`src/rtl/argminmax_stream.sv`:
```
// Streaming IEEE-754 min/max reduction that returns the extreme element, its global index and the beat count.
// Optional feature macro ARGMINMAX_NAN_EN: keep NaNs out of the selection and report them on out_nan.
module argminmax_stream #(
    parameter int    BITS      = 16,
    parameter string PRECISION = "HALF",
    parameter int    LANES     = 4,
    parameter int    MAX_BEATS = 16,
    localparam int   IDX_BITS  = (LANES * MAX_BEATS > 1) ? $clog2(LANES * MAX_BEATS) : 1,
    localparam int   BEAT_BITS = $clog2(MAX_BEATS + 1)
) (
    input  logic                 clk,
    input  logic                 rstn,
    input  logic                 in_valid,
    output logic                 in_ready,
    input  logic                 in_last,
    input  logic                 in_mode,
    input  logic [BITS-1:0]      vector_a [LANES],
    output logic                 out_valid,
    input  logic                 out_ready,
    output logic [BITS-1:0]      c,
    output logic [IDX_BITS-1:0]  out_index,
    output logic [BEAT_BITS-1:0] out_beats,
    output logic                 out_trunc,
    output logic                 out_nan
);

    localparam int LEVELS = (LANES > 1) ? $clog2(LANES) : 0;
    localparam int P      = 1 << LEVELS;

`ifdef ARGMINMAX_NAN_EN
    localparam int EXP_W = (PRECISION == "DOUBLE") ? 11 : (PRECISION == "SINGLE") ? 8 : 5;
    localparam int MAN_W = BITS - 1 - EXP_W;
    localparam logic [BITS-1:0] QNAN = {1'b0, {EXP_W{1'b1}}, 1'b1, {(MAN_W-1){1'b0}}};

    function automatic logic is_nan(input logic [BITS-1:0] x);
        return (&x[BITS-2 -: EXP_W]) && (|x[MAN_W-1:0]);
    endfunction
`endif

    // Unsigned key in IEEE value order; -0 folds onto +0 so they tie.
    function automatic logic [BITS-1:0] order_key(input logic [BITS-1:0] x);
        if (x[BITS-2:0] == '0) return {1'b1, {(BITS-1){1'b0}}};
        if (x[BITS-1])         return ~x;
        return {1'b1, x[BITS-2:0]};
    endfunction

    // Strictly-better test: the held (lower-index) operand wins every tie.
    function automatic logic cand_wins(input logic [BITS-1:0] held, input logic [BITS-1:0] cand,
                                       input logic mode);
`ifdef ARGMINMAX_NAN_EN
        if (is_nan(cand)) return 1'b0;
        if (is_nan(held)) return 1'b1;
`endif
        return mode ? (order_key(cand) > order_key(held)) : (order_key(cand) < order_key(held));
    endfunction

    typedef struct packed {
        logic                 valid;
        logic                 first;
        logic                 last;
        logic                 mode;
        logic                 trunc;
        logic                 nan;
        logic [BEAT_BITS-1:0] beats;
    } side_t;

    logic                 en, accept;
    logic                 first_q, first_d, mode_q, mode_d;
    logic [BEAT_BITS-1:0] beat_cnt_q, beat_cnt_d, beat_num;
    logic [IDX_BITS-1:0]  base_q, base_d, this_base;
    logic                 beat_full, beat_mode, beat_nan;
    side_t                leaf_side, tail;
    side_t                sv     [LEVELS+1];
    side_t                side_q [LEVELS+1];
    side_t                side_d [LEVELS+1];
    logic [BITS-1:0]      hv [2*P];
    logic [IDX_BITS-1:0]  hi [2*P];
    logic [BITS-1:0]      node_val_q [P];
    logic [BITS-1:0]      node_val_d [P];
    logic [IDX_BITS-1:0]  node_idx_q [P];
    logic [IDX_BITS-1:0]  node_idx_d [P];
    logic [BITS-1:0]      acc_val_q, acc_val_d, merged_val;
    logic [IDX_BITS-1:0]  acc_idx_q, acc_idx_d, merged_idx;
    logic                 acc_nan_q, acc_nan_d, merged_nan, take_root;
    logic                 out_valid_q, out_valid_d, out_trunc_q, out_trunc_d, out_nan_q, out_nan_d;
    logic [BITS-1:0]      c_q, c_d;
    logic [IDX_BITS-1:0]  out_index_q, out_index_d;
    logic [BEAT_BITS-1:0] out_beats_q, out_beats_d;

    // NOTE: every *_d gets its hold value first, so no path through a combinational block leaves it unassigned.
    always_comb begin
        en        = !out_valid_q || out_ready;
        in_ready  = en && rstn;
        accept    = in_valid && in_ready;
        beat_num  = first_q ? BEAT_BITS'(1) : beat_cnt_q + BEAT_BITS'(1);
        this_base = first_q ? '0 : base_q;
        beat_full = (beat_num == BEAT_BITS'(MAX_BEATS));
        beat_mode = first_q ? in_mode : mode_q;
        beat_nan  = 1'b0;
`ifdef ARGMINMAX_NAN_EN
        for (int k = 0; k < LANES; k++) beat_nan = beat_nan | is_nan(vector_a[k]);
`endif
        leaf_side = '{valid: accept, first: first_q, last: in_last || beat_full, mode: beat_mode,
                      trunc: beat_full && !in_last, nan: beat_nan, beats: beat_num};
        first_d    = first_q;
        mode_d     = mode_q;
        beat_cnt_d = beat_cnt_q;
        base_d     = base_q;
        if (accept) begin
            first_d    = in_last || beat_full;
            mode_d     = beat_mode;
            beat_cnt_d = beat_num;
            base_d     = this_base + IDX_BITS'(LANES);
        end
    end

    // Heap-ordered tree: node 1 is the root, leaves sit at P..2P-1, padding repeats the last lane.
    always_comb begin
        sv[0]      = leaf_side;
        side_d     = side_q;
        node_val_d = node_val_q;
        node_idx_d = node_idx_q;
        for (int l = 1; l <= LEVELS; l++) begin
            sv[l]     = side_q[l];
            side_d[l] = en ? sv[l-1] : side_q[l];
        end
        hv[0] = '0;
        hi[0] = '0;
        for (int n = 1; n < P; n++) begin
            hv[n] = node_val_q[n];
            hi[n] = node_idx_q[n];
        end
        for (int k = 0; k < P; k++) begin
            hv[P+k] = vector_a[(k < LANES) ? k : LANES-1];
            hi[P+k] = this_base + IDX_BITS'((k < LANES) ? k : LANES-1);
        end
        for (int l = 1; l <= LEVELS; l++) begin
            for (int n = P >> l; n < (P >> (l-1)); n++) begin
                if (en) begin
                    if (cand_wins(hv[2*n], hv[2*n+1], sv[l-1].mode)) begin
                        node_val_d[n] = hv[2*n+1];
                        node_idx_d[n] = hi[2*n+1];
                    end else begin
                        node_val_d[n] = hv[2*n];
                        node_idx_d[n] = hi[2*n];
                    end
                end
            end
        end
    end

    always_comb begin
        tail        = sv[LEVELS];
        take_root   = tail.first || cand_wins(acc_val_q, hv[1], tail.mode);
        merged_val  = take_root ? hv[1] : acc_val_q;
        merged_idx  = take_root ? hi[1] : acc_idx_q;
        merged_nan  = tail.nan || (!tail.first && acc_nan_q);
        acc_val_d   = acc_val_q;
        acc_idx_d   = acc_idx_q;
        acc_nan_d   = acc_nan_q;
        out_valid_d = out_valid_q;
        c_d         = c_q;
        out_index_d = out_index_q;
        out_beats_d = out_beats_q;
        out_trunc_d = out_trunc_q;
        out_nan_d   = out_nan_q;
        if (en) begin
            out_valid_d = 1'b0;
            if (tail.valid) begin
                acc_val_d = merged_val;
                acc_idx_d = merged_idx;
                acc_nan_d = merged_nan;
                if (tail.last) begin
                    out_valid_d = 1'b1;
                    c_d         = merged_val;
                    out_index_d = merged_idx;
                    out_beats_d = tail.beats;
                    out_trunc_d = tail.trunc;
                    out_nan_d   = merged_nan;
`ifdef ARGMINMAX_NAN_EN
                    if (is_nan(merged_val)) begin
                        c_d         = QNAN;
                        out_index_d = '0;
                    end
`endif
                end
            end
        end
    end

    always_ff @(posedge clk) begin
        if (!rstn) begin
            first_q     <= 1'b1;
            mode_q      <= 1'b0;
            beat_cnt_q  <= '0;
            base_q      <= '0;
            side_q      <= '{default: '0};
            out_valid_q <= 1'b0;
            c_q         <= '0;
            out_index_q <= '0;
            out_beats_q <= '0;
            out_trunc_q <= 1'b0;
            out_nan_q   <= 1'b0;
        end else begin
            first_q     <= first_d;
            mode_q      <= mode_d;
            beat_cnt_q  <= beat_cnt_d;
            base_q      <= base_d;
            side_q      <= side_d;
            out_valid_q <= out_valid_d;
            c_q         <= c_d;
            out_index_q <= out_index_d;
            out_beats_q <= out_beats_d;
            out_trunc_q <= out_trunc_d;
            out_nan_q   <= out_nan_d;
        end
    end

    // NOTE: tree and accumulator data carry no reset; they are only read under a valid/first bit that is reset.
    always_ff @(posedge clk) begin
        node_val_q <= node_val_d;
        node_idx_q <= node_idx_d;
        acc_val_q  <= acc_val_d;
        acc_idx_q  <= acc_idx_d;
        acc_nan_q  <= acc_nan_d;
    end

    assign out_valid = out_valid_q;
    assign c         = c_q;
    assign out_index = out_index_q;
    assign out_beats = out_beats_q;
    assign out_trunc = out_trunc_q;
    assign out_nan   = out_nan_q;

endmodule

```
`config.mk`:
```
export PLATFORM = sky130hd
export DESIGN_NAME = argminmax_stream
export DESIGN_NICKNAME = d
export VERILOG_FILES = /design/src/rtl/argminmax_stream.sv
export SDC_FILE = /design/constraint.sdc
export NUM_CORES = 1
export LEC_CHECK = 0
export BUFFER_PORTS_ARGS = -buffer_cell sky130_fd_sc_hd__buf_4
export CORE_AREA = 5 5 148 150
export CTS_CLUSTER_DIAMETER = 60
export DETAILED_ROUTE_END_ITERATION = 8
export DIE_AREA = 0 0 153 155
export HOLD_SLACK_MARGIN = 0.03
export PLACE_DENSITY = 0.77
export SYNTH_ARGS = -nofsm -noshare
export SYNTH_HDL_FRONTEND = slang
export SYNTH_SLANG_ARGS = --single-unit
```
`constraint.sdc`:
```
create_clock -name clk -period 11.55 [get_ports clk]
set_clock_uncertainty 0.1 [all_clocks]
set_input_delay 1.155 -clock clk [delete_from_list [all_inputs] [get_ports clk]]
set_output_delay 1.155 -clock clk [all_outputs]
set_load 0.05 [all_outputs]
```
* Yosys cells after proc, flatten, opt, wreduce, memory -nomap -nowiden
Index checks and enable logic that the tools add are counted.
W data, S select, Z words.
** Word-level totals
- Word-level logic and storage cells :: 164
- Input bits :: 70
- Output and inout port bits :: 31
- Flip-flop bits (word level) :: 152
** Operators by class
- Bitwise operators :: 8
- Add/subtract/negate cells :: 5
- Muxes and demuxes :: 91
- Equal/unequal tests :: 1
- Reduce and logical (&&, ||, !) cells :: 20
- Order comparisons :: 8
** Operators with widths (number)
- $mux W16 :: 42
- $not A16 Y16 :: 8
- $logic_not A15 Y1 :: 8
- $gt A16 B16 Y1 :: 4
- $lt A16 B16 Y1 :: 4
- $mux W1 :: 43
- $mux W6 :: 5
- $add A6 B2 Y6 const B :: 2
- $add A6 B1 Y6 const B :: 1
- $add A6 B3 Y6 const B :: 1
- $add A5 B1 Y5 const B :: 1
- $eq A5 B5 Y1 const B :: 1
- $mux W5 :: 1
- $logic_and A1 B1 Y1 :: 4
- $logic_not A1 Y1 :: 3
- $logic_or A1 B1 Y1 :: 3
- $reduce_and A3 Y1 :: 1
- $reduce_and A2 Y1 :: 1

* Depth between registers and ports, before layout
Gate-level depths: netlist of run 1.
- Depth in word-level cells :: 11
- Mapped depth :: 15
- Gate-level depth less buffers :: 11

* Worst setup path after synthesis of run 1
Ideal clock, no wire load.
- Path kind :: input to output
- From :: in out_ready
- To :: out in_ready
- Buffers on the path :: 1
- Stages :: 4
- Data required time :: 10.295 ns
- Setup slack :: 6.319 ns
- Arrival time :: 3.976 ns
- Cells stage by stage :: nor2b_1 -> inv_1 -> clkbuf_1 -> and2_1
** Between the ends
- Cells in the longest elaborated chain, start to end :: 2
** RTL lines
- from (decl) :: RTL line 19 : input logic out_ready,
- $logic_or A1 B1 Y1 :: RTL line 92 : en = !out_valid_q || out_ready;
- $logic_and A1 B1 Y1 :: RTL line 93 : in_ready = en && rstn;
- to (decl) :: RTL line 14 : output logic in_ready,
No other way between the ends.

* Worst setup path in the final report of run 1
- From :: in vector_a[55] in the netlist's numbering
- To :: reg node_val_q, in the netlist hv[82] (data pin)
** Between the ends
- Cells in the longest elaborated chain, start to end :: 8
- Elaborated cells on any way between the ends :: 12
- Classes of those cells :: 2 x order compare; 8 x mux; 1 x bitwise; 1 x reduce/logical
** RTL lines
- from (decl) :: RTL line 17 : input logic [BITS-1:0] vector_a [LANES],
- $logic_not A15 Y1 / $not A16 Y16 (equally long branches) :: RTL line 42, 43
- $mux W1 / $mux W16 (equally long branches) :: RTL line 42, 43
- $mux W1 / $mux W16 (equally long branches) :: RTL line 139, 44
- $mux W16 (*) :: RTL line 43 : if (x[BITS-1]) return ~x;
- $mux W16 (*) :: RTL line 139 : if (en) begin
- $lt A16 B16 Y1 / $gt A16 B16 Y1 (equally long branches) :: RTL line 54 : return mode ? (order_key(cand) > order_key(held)) : (order_key(cand) < order_key(held));
- $mux W1 (*) :: RTL line 54
- $mux W16 (*) :: RTL line 140 : if (cand_wins(hv[2*n], hv[2*n+1], sv[l-1].mode)) begin
- to (signal assigned) :: RTL line 221 : node_val_q <= node_val_d;
- to (decl) :: RTL line 78 : logic [BITS-1:0] node_val_q [P];
Mark *: on every way between the ends. The rest lies on a longest branch, timed or not. The select of a mux whose other input is x is not followed.
A chain may end at the register's enable or synchronous reset.

==> results of run 1 <==
==> state kept, by name, indices dropped and copies added (netlist names), 5 cells and up <==
name,flops
hv,48
acc_idx_q,6
base_q,6
beat_cnt_q,5
hi,18
c,16
side_q,20
out_index,6
acc_val_q,16
out_beats,5
==> layer usage <==
layer  global-route usage  up-vias
met5                    0        -
li1                     -     4016
met4               0.0759        0
met2                0.336      252
met3               0.0320       54
met1                0.251     3741
==> synth_stat cells, drive strengths merged (5+ instances only) <==
library cell / number
edfxtp: 89
ha: 70
and4: 6
a31oi: 26
a21oi: 51
nor2: 70
xnor2: 65
xor2: 67
inv: 7
nor4: 24
dfxtp: 63
o21ai: 39
and2: 19
a21boi: 29
nand3: 12
buf: 17
nor2b: 15
nand2: 222
nor3: 13
mux2: 43
clkbuf: 50
o211ai: 5
a22o: 20
a21o: 5
nand4: 21
o211a: 6
nand2b: 12
==> worst reg2reg max path, delay by kind of cell, from the launching register on <==
| kind | cells | cell delay (ns) |
|---|---|---|
| fa+ha+maj | 1 | 0.29 |
| mux | 2 | 1.19 |
| buf+inv | 1 | 0.32 |
| simple gates | 5 | 1.88 |
| compound gates | 2 | 0.29 |
| flops | 1 | 0.46 |
==> worst max-delay path by stage <==
stage               endpoint  cells after the start
floorplan           in_ready                      4
global placement      hv[81]                     12
detailed placement    hv[82]                     12
CTS                   hv[82]                     12
global route          hv[82]                     12
finish                hv[82]                     12
==> metrics by stage <==
stage          hold WS, ns   util  cell area [um^2]  total power, mW
6_report             0.361  0.560             11500             1.96
5_1_grt              0.383  0.560             11500             2.10
4_1_cts              0.365  0.560             11500             1.97
3_5_place_dp         0.345  0.533             11000             1.45
3_3_place_gp         0.347  0.533             11000             1.43
2_1_floorplan        0.331      -             10100             1.27
==> kinds of logic (layout without fill, tap and decap cells) <==
kind of cell | count (synthesis) | after routing
simple gates | 425 | 425
buf+inv | 74 | 149
compound gates | 199 | 199
xor+xnor | 132 | 132
mux | 46 | 46
flops | 152 | 152
fa+ha+maj | 70 | 70
==> power by group <==
part / total, mW / switching (mW) / internal [mW]
Clock: 0.518 / 0.229 / 0.289
Combinational: 0.678 / 0.363 / 0.315
Sequential: 0.768 / 0.0982 / 0.670
Total: 1.96 / 0.690 / 1.27
==> final cells by class <==
class,count,share of cell area
Multi-Input combinational cell,872,0.507
Clock inverter,12,0.00750
Sequential cell,152,0.342
Clock buffer,20,0.0397
Timing Repair Buffer,110,0.0718
Tap cell,275,0.0299
Inverter,7,0.00228
==> results by group, run 1 <==
CTS
  – Root buf cell: clkbuf_16
  – Post-cts resize count: 0
  – Bufs on Longest Clock Path: 2
  – Clk_lat worst skew: 0.43 ns
  – H-tree depth: 4
  – Clk pin slew, worst setup/hold paths: 0.06 ns
  – CTS tree: done
  – Setup repair bufs after CTS: 0
  – CTS Buf Count: 17
  – Total clock sinks: 152
  – Post-CTS Hold Fix Bufs: 0

Global route
  – Grt total ovfl: 0
  – Largest net degree at the start of global routing: 64
  – GRT Total Usage: 0.196
  – Initial antenna violation count: 0
  – Vias in the first global route: 7946
  – Global-route wire length before repair: 38600 um

Critical path
  – Reg2reg path depth: 11
  – Critical Path Fanout Max: 18
  – Critical path buffers and inverters: 1
  – Dominant delay contributor by cell family on the critical path: simple AND/OR/NAND/NOR gates
  – WP data arrival: 5.14 ns
  – Kind of critical path: in2reg
  – Critical path cell sequence: buf_4, nor4_1, nand4_1, and2_1, ha_1, nand3_1, or3_1, or3_4, nand2_1, a21oi_1, a21oi_4, mux2_2
  – CP peak stage delay: 0.67 ns
  – CP required: 11.63 ns
  – R2r startpoint: hv[87]
  – Slowest CP cell: a21oi_4
  – Reg2reg setup slack: 6.77 ns
  – Worst r2r dst: hv[97]
  – Worst Setup SP: vector_a[55]
  – Critical Path End Type: flop
  – Worst setup SP type: primary input

Cells and area
  – Share of layout cells above drive strength 1: 0.165
  – Commonest non-fill, non-tap cell in the layout: nand2_1
  – Synthesis-to-layout area growth: 14.4%
  – # diodes: 0
  – Multi-input gate area: 0.00583 mm^2
  – Final Net Count: 1300
  – Most frequent cells in the layout: 222 x nand2_1, 110 x buf_4, 89 x edfxtp_1
  – # fillers: 1837
  – Post-route insts no fill: 1448
  – Storage element area: 0.00393 mm^2

Routing
  – First drt pass iteration count: 5
  – Drt via density: 5.57
  – Final WL: 23500 um
  – Met2 Routed Length: 11300 um
  – Top sig layer: met4
  – Drt wl/cell: 16.3 um
  – # DRC: 0
  – Met1 WL: 10500 um
  – Starting DRT DRC Count: 457
  – Met3 WL: 1070 um
  – Antenna-violating nets left: 0
  – Vias: 8063

Synth
  – Top cells by area, synth: edfxtp_1 27%, dfxtp_1 13%, ha_1 8.7%, nand2_1 8.3%, xor2_1 5.8%
  – Synth Area in Simple Gates: 0.191
  – Post-synthesis register bit count: 152
  – Avg Inst Size Synth: 9.16 um^2
  – Count of cell types in the netlist: 52
  – Ys async rst share: 0
  – Synthesized area: 0.0101 mm^2
  – Synth top area share: 0.266
  – Ys Warns: 0
  – Complex-gate fraction of the synthesized area: 0.131
  – Largest family of logic cells by synthesized area: simple AND/OR/NAND/NOR gates
  – Post-synthesis adder-cell area fraction: 0.0871
  – EDFF count, synth: 89
  – Sequential area share after synthesis: 0.391
  – Synth Instances: 1098
  – Synth Flop Type: edfxtp_1
  – Area leader, netlist: edfxtp_1
  – Fraction of synthesized area in multiplexers: 0.0545
  – Xor-xnor portion of the synthesized cell area: 0.115
  – Syn Nets: 1238

Power and ir drop
  – PwrDens: 171 mW/mm^2
  – Leakage power total: 4.86 nW
  – Max IR drop VDD: 0.0898 mV

Placement
  – RePlAce Congestion: 0.861
  – DP Wirelength: 16900 um
  – Placed cells: 1416
  – PortBufs: 100
  – Pre-CTS worst setup slack: 6.13 ns

STA
  – Tmin final: 5.06 ns
  – RSZ-0062 raised after global routing: false
  – Final worst slack: 6.49 ns
  – Slew @ Worst Pin: 0.942 ns
  – FMAX: 198 MHz
  – Slew Limit Fails: 0
  – Final setup viols: 0
  – Period utilization: 0.438
  – Final Hold Viols: 0
  – Fin Setup TNS: 0 ns
  – Slew HR: 0.359

Hold path
  – Hold crit path type: reg2reg
  – Hold Crit Start: out_beats[1]
  – WHS Endpoint: out_beats[1]
  – Hold depth: 2

Floorplan
  – Row count: 53
  – Die X: 153 um
  – Initial Util: 0.489
  – Chip height: 155 um
  – Die area: 0.0237 mm^2
  – Core Area: 0.0206 mm^2
  – I/O pin count: 101

Run
  – Max-cap check violation count: 0

Status
  – Result of the run: finished clean
(Power assumes the default switching activity.)
==> run 2: changes to the inputs <==
--- a/config.mk
+++ b/config.mk
@@ -11,7 +11,7 @@
 export DETAILED_ROUTE_END_ITERATION = 8
 export DIE_AREA = 0 0 153 155
 export HOLD_SLACK_MARGIN = 0.03
-export PLACE_DENSITY = 0.77
+export PLACE_DENSITY = 0.79
 export SYNTH_ARGS = -nofsm -noshare
 export SYNTH_HDL_FRONTEND = slang
 export SYNTH_SLANG_ARGS = --single-unit
==> constraint.sdc (replaced) <==
create_clock -name clk -period 4.65 [get_ports clk]
set_clock_uncertainty 0.1 [all_clocks]
set_input_delay 0.465 -clock clk [delete_from_list [all_inputs] [get_ports clk]]
set_output_delay 0.465 -clock clk [all_outputs]
set_load 0.05 [all_outputs]
==> run 2 against run 1 <==
Against the previous run: non-clock buffer count rose by 7; first-iteration DRC count rose by 32%; routed wire length increased by 2.0%; critical path depth unchanged; largest power group unchanged.
==> results by group, run 2 (synthesis results as in run 1) <==
Floorplan
  – Initial Util: 0.489
  – I/O pin count: 101
  – Die area: 0.0237 mm^2
  – Row count: 53
  – Core Area: 0.0206 mm^2
  – Chip height: 155 um
  – Die X: 153 um

CTS
  – CTS Buf Count: 17
  – Root buf cell: clkbuf_16
  – Bufs on Longest Clock Path: 2
  – Total clock sinks: 152
  – CTS tree: done
  – Clk_lat worst skew: 0.44 ns
  – Post-cts resize count: 0
  – Clk pin slew, worst setup/hold paths: 0.06 ns
  – H-tree depth: 4
  – Post-CTS Hold Fix Bufs: 0
  – Setup repair bufs after CTS: 0

Global route
  – GRT Total Usage: 0.205
  – Grt total ovfl: 0
  – Global-route wire length before repair: 40200 um
  – Initial antenna violation count: 0
  – Vias in the first global route: 8149
  – Largest net degree at the start of global routing: 86

STA
  – RSZ-0062 raised after global routing: false
  – Fin Setup TNS: 0 ns
  – Final Hold Viols: 0
  – Final setup viols: 0
  – Period utilization: 0.886
  – Tmin final: 4.12 ns
  – Slew HR: 0.334
  – Slew @ Worst Pin: 1.00 ns
  – Slew Limit Fails: 0
  – FMAX: 243 MHz

Cells and area
  – Share of layout cells above drive strength 1: 0.166
  – Largest register FFs: 48
  – Final Net Count: 1307
  – Final core occ: 0.563
  – # diodes: 0
  – Synthesis-to-layout area growth: 15.1%
  – Commonest non-fill, non-tap cell in the layout: nand2_1
  – Multi-input gate area: 0.00583 mm^2
  – # fillers: 1821
  – Storage element area: 0.00393 mm^2
  – Most frequent cells in the layout: 222 x nand2_1, 117 x buf_4, 89 x edfxtp_1

Critical path
  – Reg2reg setup slack: 0.53 ns
  – Critical Path Fanout Max: 16
  – Worst setup SP type: flop
  – WP data arrival: 4.37 ns
  – Slowest CP cell: and4_1
  – Critical Path End Type: flop
  – CP required: 4.90 ns
  – Most common cell on crit path: and4_1
  – Critical path buffers and inverters: 1
  – CP peak stage delay: 0.62 ns
  – Dominant delay contributor by cell family on the critical path: simple AND/OR/NAND/NOR gates
  – Kind of critical path: reg2reg
  – Critical path cell sequence: nor4_1, and4_1, nor2_1, ha_1, nand4_1, or2_2, a211o_1, and4_1, nor3_2, buf_4, nand2_1, a31oi_1

Placement
  – RePlAce Congestion: 0.873
  – PortBufs: 100
  – DP Wirelength: 17400 um

Routing
  – Final WL: 24000 um
  – Drt via density: 5.63
  – Drt wl/cell: 16.5 um
  – Antenna-violating nets left: 0
  – First drt pass iteration count: 5
  – Starting DRT DRC Count: 604
  – # DRC: 0
  – Vias: 8192

Run
  – Max-cap check violation count: 0

Power and ir drop
  – Max IR drop VDD: 0.230 mV
  – Leakage power total: 4.88 nW
  – PwrDens: 431 mW/mm^2

Hold path
  – Hold crit path type: in2reg

Status
  – Result of the run: finished clean
[run 2: layer usage]
| layer | track usage | routed length, um | vias up |
|---|---|---|---|
| met1 | 0.251 | 9920 | 3842 |
| met4 | 0.0798 | 641 | 0 |
| met3 | 0.0373 | 1380 | 49 |
| li1 | - | - | 4029 |
| met2 | 0.361 | 12100 | 272 |
| met5 | 0 | 0 | - |
[run 2: per-stage QoR]
step	cells	instance area [um^2]	hold slack (ns)	total power [mW]	worst slack, ns
floorplan	1098	10100	0.331	3.17	0.626
CTS	1455	11600	0.223	4.99	0.571
global route	1455	11600	0.239	5.32	0.237
detailed placement	1423	11000	0.351	3.63	0.348
finish	1455	11600	0.239	4.99	0.530
global placement	1423	11000	0.345	3.57	0.488
[run 2: final cells by class]
| cell class | count | area share |
|---|---|---|
| Multi-Input combinational cell | 872 | 0.504 |
| Inverter | 7 | 0.00227 |
| Clock buffer | 22 | 0.0384 |
| Clock inverter | 10 | 0.0104 |
| Tap cell | 275 | 0.0297 |
| Timing Repair Buffer | 117 | 0.0759 |
| Sequential cell | 152 | 0.340 |
[run 2: worst paths after layout]
| check | startpoint | to | cells past startpoint |
|---|---|---|---|
| worst max-delay path | hv[103] | c[15] | 12 |
| worst min-delay path | vector_a[29] | hv[77] | 3 |
| worst max register to register | hv[103] | c[15] | 12 |
| worst min register to register | out_trunc | out_trunc | 2 |
[run 2: power by group]
part | total [mW] | internal (mW) | switching [mW] | leakage (nW)
Clock | 1.33 | 0.793 | 0.541 | 0.259
Combinational | 1.73 | 0.799 | 0.932 | 3.17
Sequential | 1.92 | 1.67 | 0.257 | 1.45
Total | 4.99 | 3.26 | 1.73 | 4.88
[run 2: worst register-to-register path, stage by stage, from the launching register on]
cell,delay (ns)
edfxtp_1,0.47
nor4_1,0.39
and4_1,0.62
nor2_1,0.13
ha_1,0.35
nand4_1,0.14
or2_2,0.32
a211o_1,0.27
and4_1,0.19
nor3_2,0.44
buf_4,0.33
nand2_1,0.10
a31oi_1,0.18
==> run 3: changes to the inputs <==
--- a/config.mk
+++ b/config.mk
@@ -8,8 +8,10 @@
 export BUFFER_PORTS_ARGS = -buffer_cell sky130_fd_sc_hd__buf_4
 export CORE_AREA = 5 5 148 150
 export CTS_CLUSTER_DIAMETER = 60
+export CTS_CLUSTER_SIZE = 40
 export DETAILED_ROUTE_END_ITERATION = 8
 export DIE_AREA = 0 0 153 155
+export GPL_TIMING_DRIVEN = 0
 export HOLD_SLACK_MARGIN = 0.03
 export PLACE_DENSITY = 0.79
 export SYNTH_ARGS = -nofsm -noshare
==> run 3 against run 2 <==
Against the previous run: sequential share of layout area is 0.37 points lower; worst setup slack worse by 0.22 ns; flip-flop and latch count stayed put; largest power group unchanged.
==> results by group, run 3 (synthesis results as in run 1) <==
Status
  – Result of the run: finished clean

CTS
  – Post-CTS Hold Fix Bufs: 0
  – Setup repair bufs after CTS: 0
  – Post-cts resize count: 0
  – Clk pin slew, worst setup/hold paths: 0.06 ns
  – Total clock sinks: 152
  – Bufs on Longest Clock Path: 2
  – Root buf cell: clkbuf_16
  – CTS Buf Count: 17
  – H-tree depth: 4
  – Clk_lat worst skew: 0.43 ns
  – CTS tree: done

STA
  – Slew Limit Fails: 0
  – Final worst slack: 0.312 ns
  – Slew HR: 0.179
  – Hold slack: 0.245 ns
  – Final Hold Viols: 0
  – Final setup viols: 0
  – FMAX: 231 MHz
  – Slew @ Worst Pin: 1.23 ns
  – Period utilization: 0.933
  – RSZ-0062 raised after global routing: false
  – Tmin final: 4.34 ns
  – Fin Setup TNS: 0 ns

Cells and area
  – Synthesis-to-layout area growth: 16.4%
  – Final core occ: 0.570
  – Largest register FFs: 48
  – Storage element area: 0.00393 mm^2
  – # diodes: 0
  – Multi-input gate area: 0.00583 mm^2
  – Share of layout cells above drive strength 1: 0.155
  – Most frequent cells in the layout: 222 x nand2_1, 95 x buf_4, 89 x edfxtp_1
  – # fillers: 1806
  – Commonest non-fill, non-tap cell in the layout: nand2_1
  – Fin area: 0.0117 mm^2
  – Final Net Count: 1352

Critical path
  – Critical Path Fanout Max: 10
  – CP required: 4.72 ns
  – Critical Path End Type: flop
  – Kind of critical path: in2reg
  – Worst setup SP type: primary input
  – WP data arrival: 4.41 ns

Placement
  – Pre-CTS worst setup slack: -0.266 ns
  – PortBufs: 95
  – RePlAce Congestion: 0.925
  – DP Area: 0.0111 mm^2
  – DP Wirelength: 18400 um

Routing
  – Drt wl/cell: 16.4 um
  – Drt via density: 5.59
  – Vias: 8387
  – Antenna-violating nets left: 0
  – Starting DRT DRC Count: 542
  – Final WL: 24600 um
  – # DRC: 0
  – First drt pass iteration count: 7

Floorplan
  – Initial Util: 0.489
  – Chip height: 155 um
  – Die X: 153 um
  – Row count: 53
  – Core Area: 0.0206 mm^2
  – Die area: 0.0237 mm^2
  – I/O pin count: 101

Run
  – Max-cap check violation count: 0

Power and ir drop
  – Max IR drop VDD: 0.234 mV
  – Leakage power total: 4.93 nW
  – PwrDens: 427 mW/mm^2

Global route
  – Global-route wire length before repair: 40400 um
  – GRT Total Usage: 0.207
  – Initial antenna violation count: 0
  – Largest net degree at the start of global routing: 76
  – Grt total ovfl: 0
  – Vias in the first global route: 8076

Hold path
  – Hold crit path type: in2reg
## run 3: area by class of cell
class                   count  share of cell area
clock inverters            13             0.00898
inverters                   7             0.00224
repair buffers             95              0.0609
plain buffers              67              0.0244
multi-input cells         872               0.498
clock buffers              19              0.0406
well taps                 275              0.0294
flip-flops and latches    152               0.336
## run 3: per-layer routing
metal  GRT usage  wire length, um  up-vias
met5           0                0        -
met4      0.0717              573        0
met3      0.0323             1400       45
met2       0.349            11900      253
met1       0.272            10700     3974
li1            -                -     4115
## run 3: through the flow
step	cells	total power, mW
4_1_cts	1500	4.99
5_1_grt	1500	5.31
2_1_floorplan	1098	3.17
3_3_place_gp	1468	3.58
6_report	1500	5.00
3_5_place_dp	1468	3.64
## run 3: worst paths after layout
path,start,to,slack (ns),cells after the start
setup / recovery,vector_a[32],hv[92],0.31,15
hold / removal,vector_a[29],hv[77],0.24,3
setup reg to reg,hv[103],acc_idx_q[2],0.36,14
hold reg to reg,out_trunc,out_trunc,0.36,2
## run 3: where the power goes
part           internal [mW]  switching [mW]
clock                  0.762           0.582
combinational          0.797            1.01
sequential              1.66           0.187
## run 3: worst max-delay path: stages
cell and delay, ns:
buf_4 0.13, nor4_1 0.35, and4_1 0.24, clkbuf_1 0.30, clkbuf_1 0.43, nor2_1 0.11
ha_1 0.33, nand3_1 0.10, or3_1 0.41, or3_4 0.45, nand2_1 0.08, a21oi_1 0.06
a21oi_4 0.41, buf_12 0.21, mux2_4 0.31
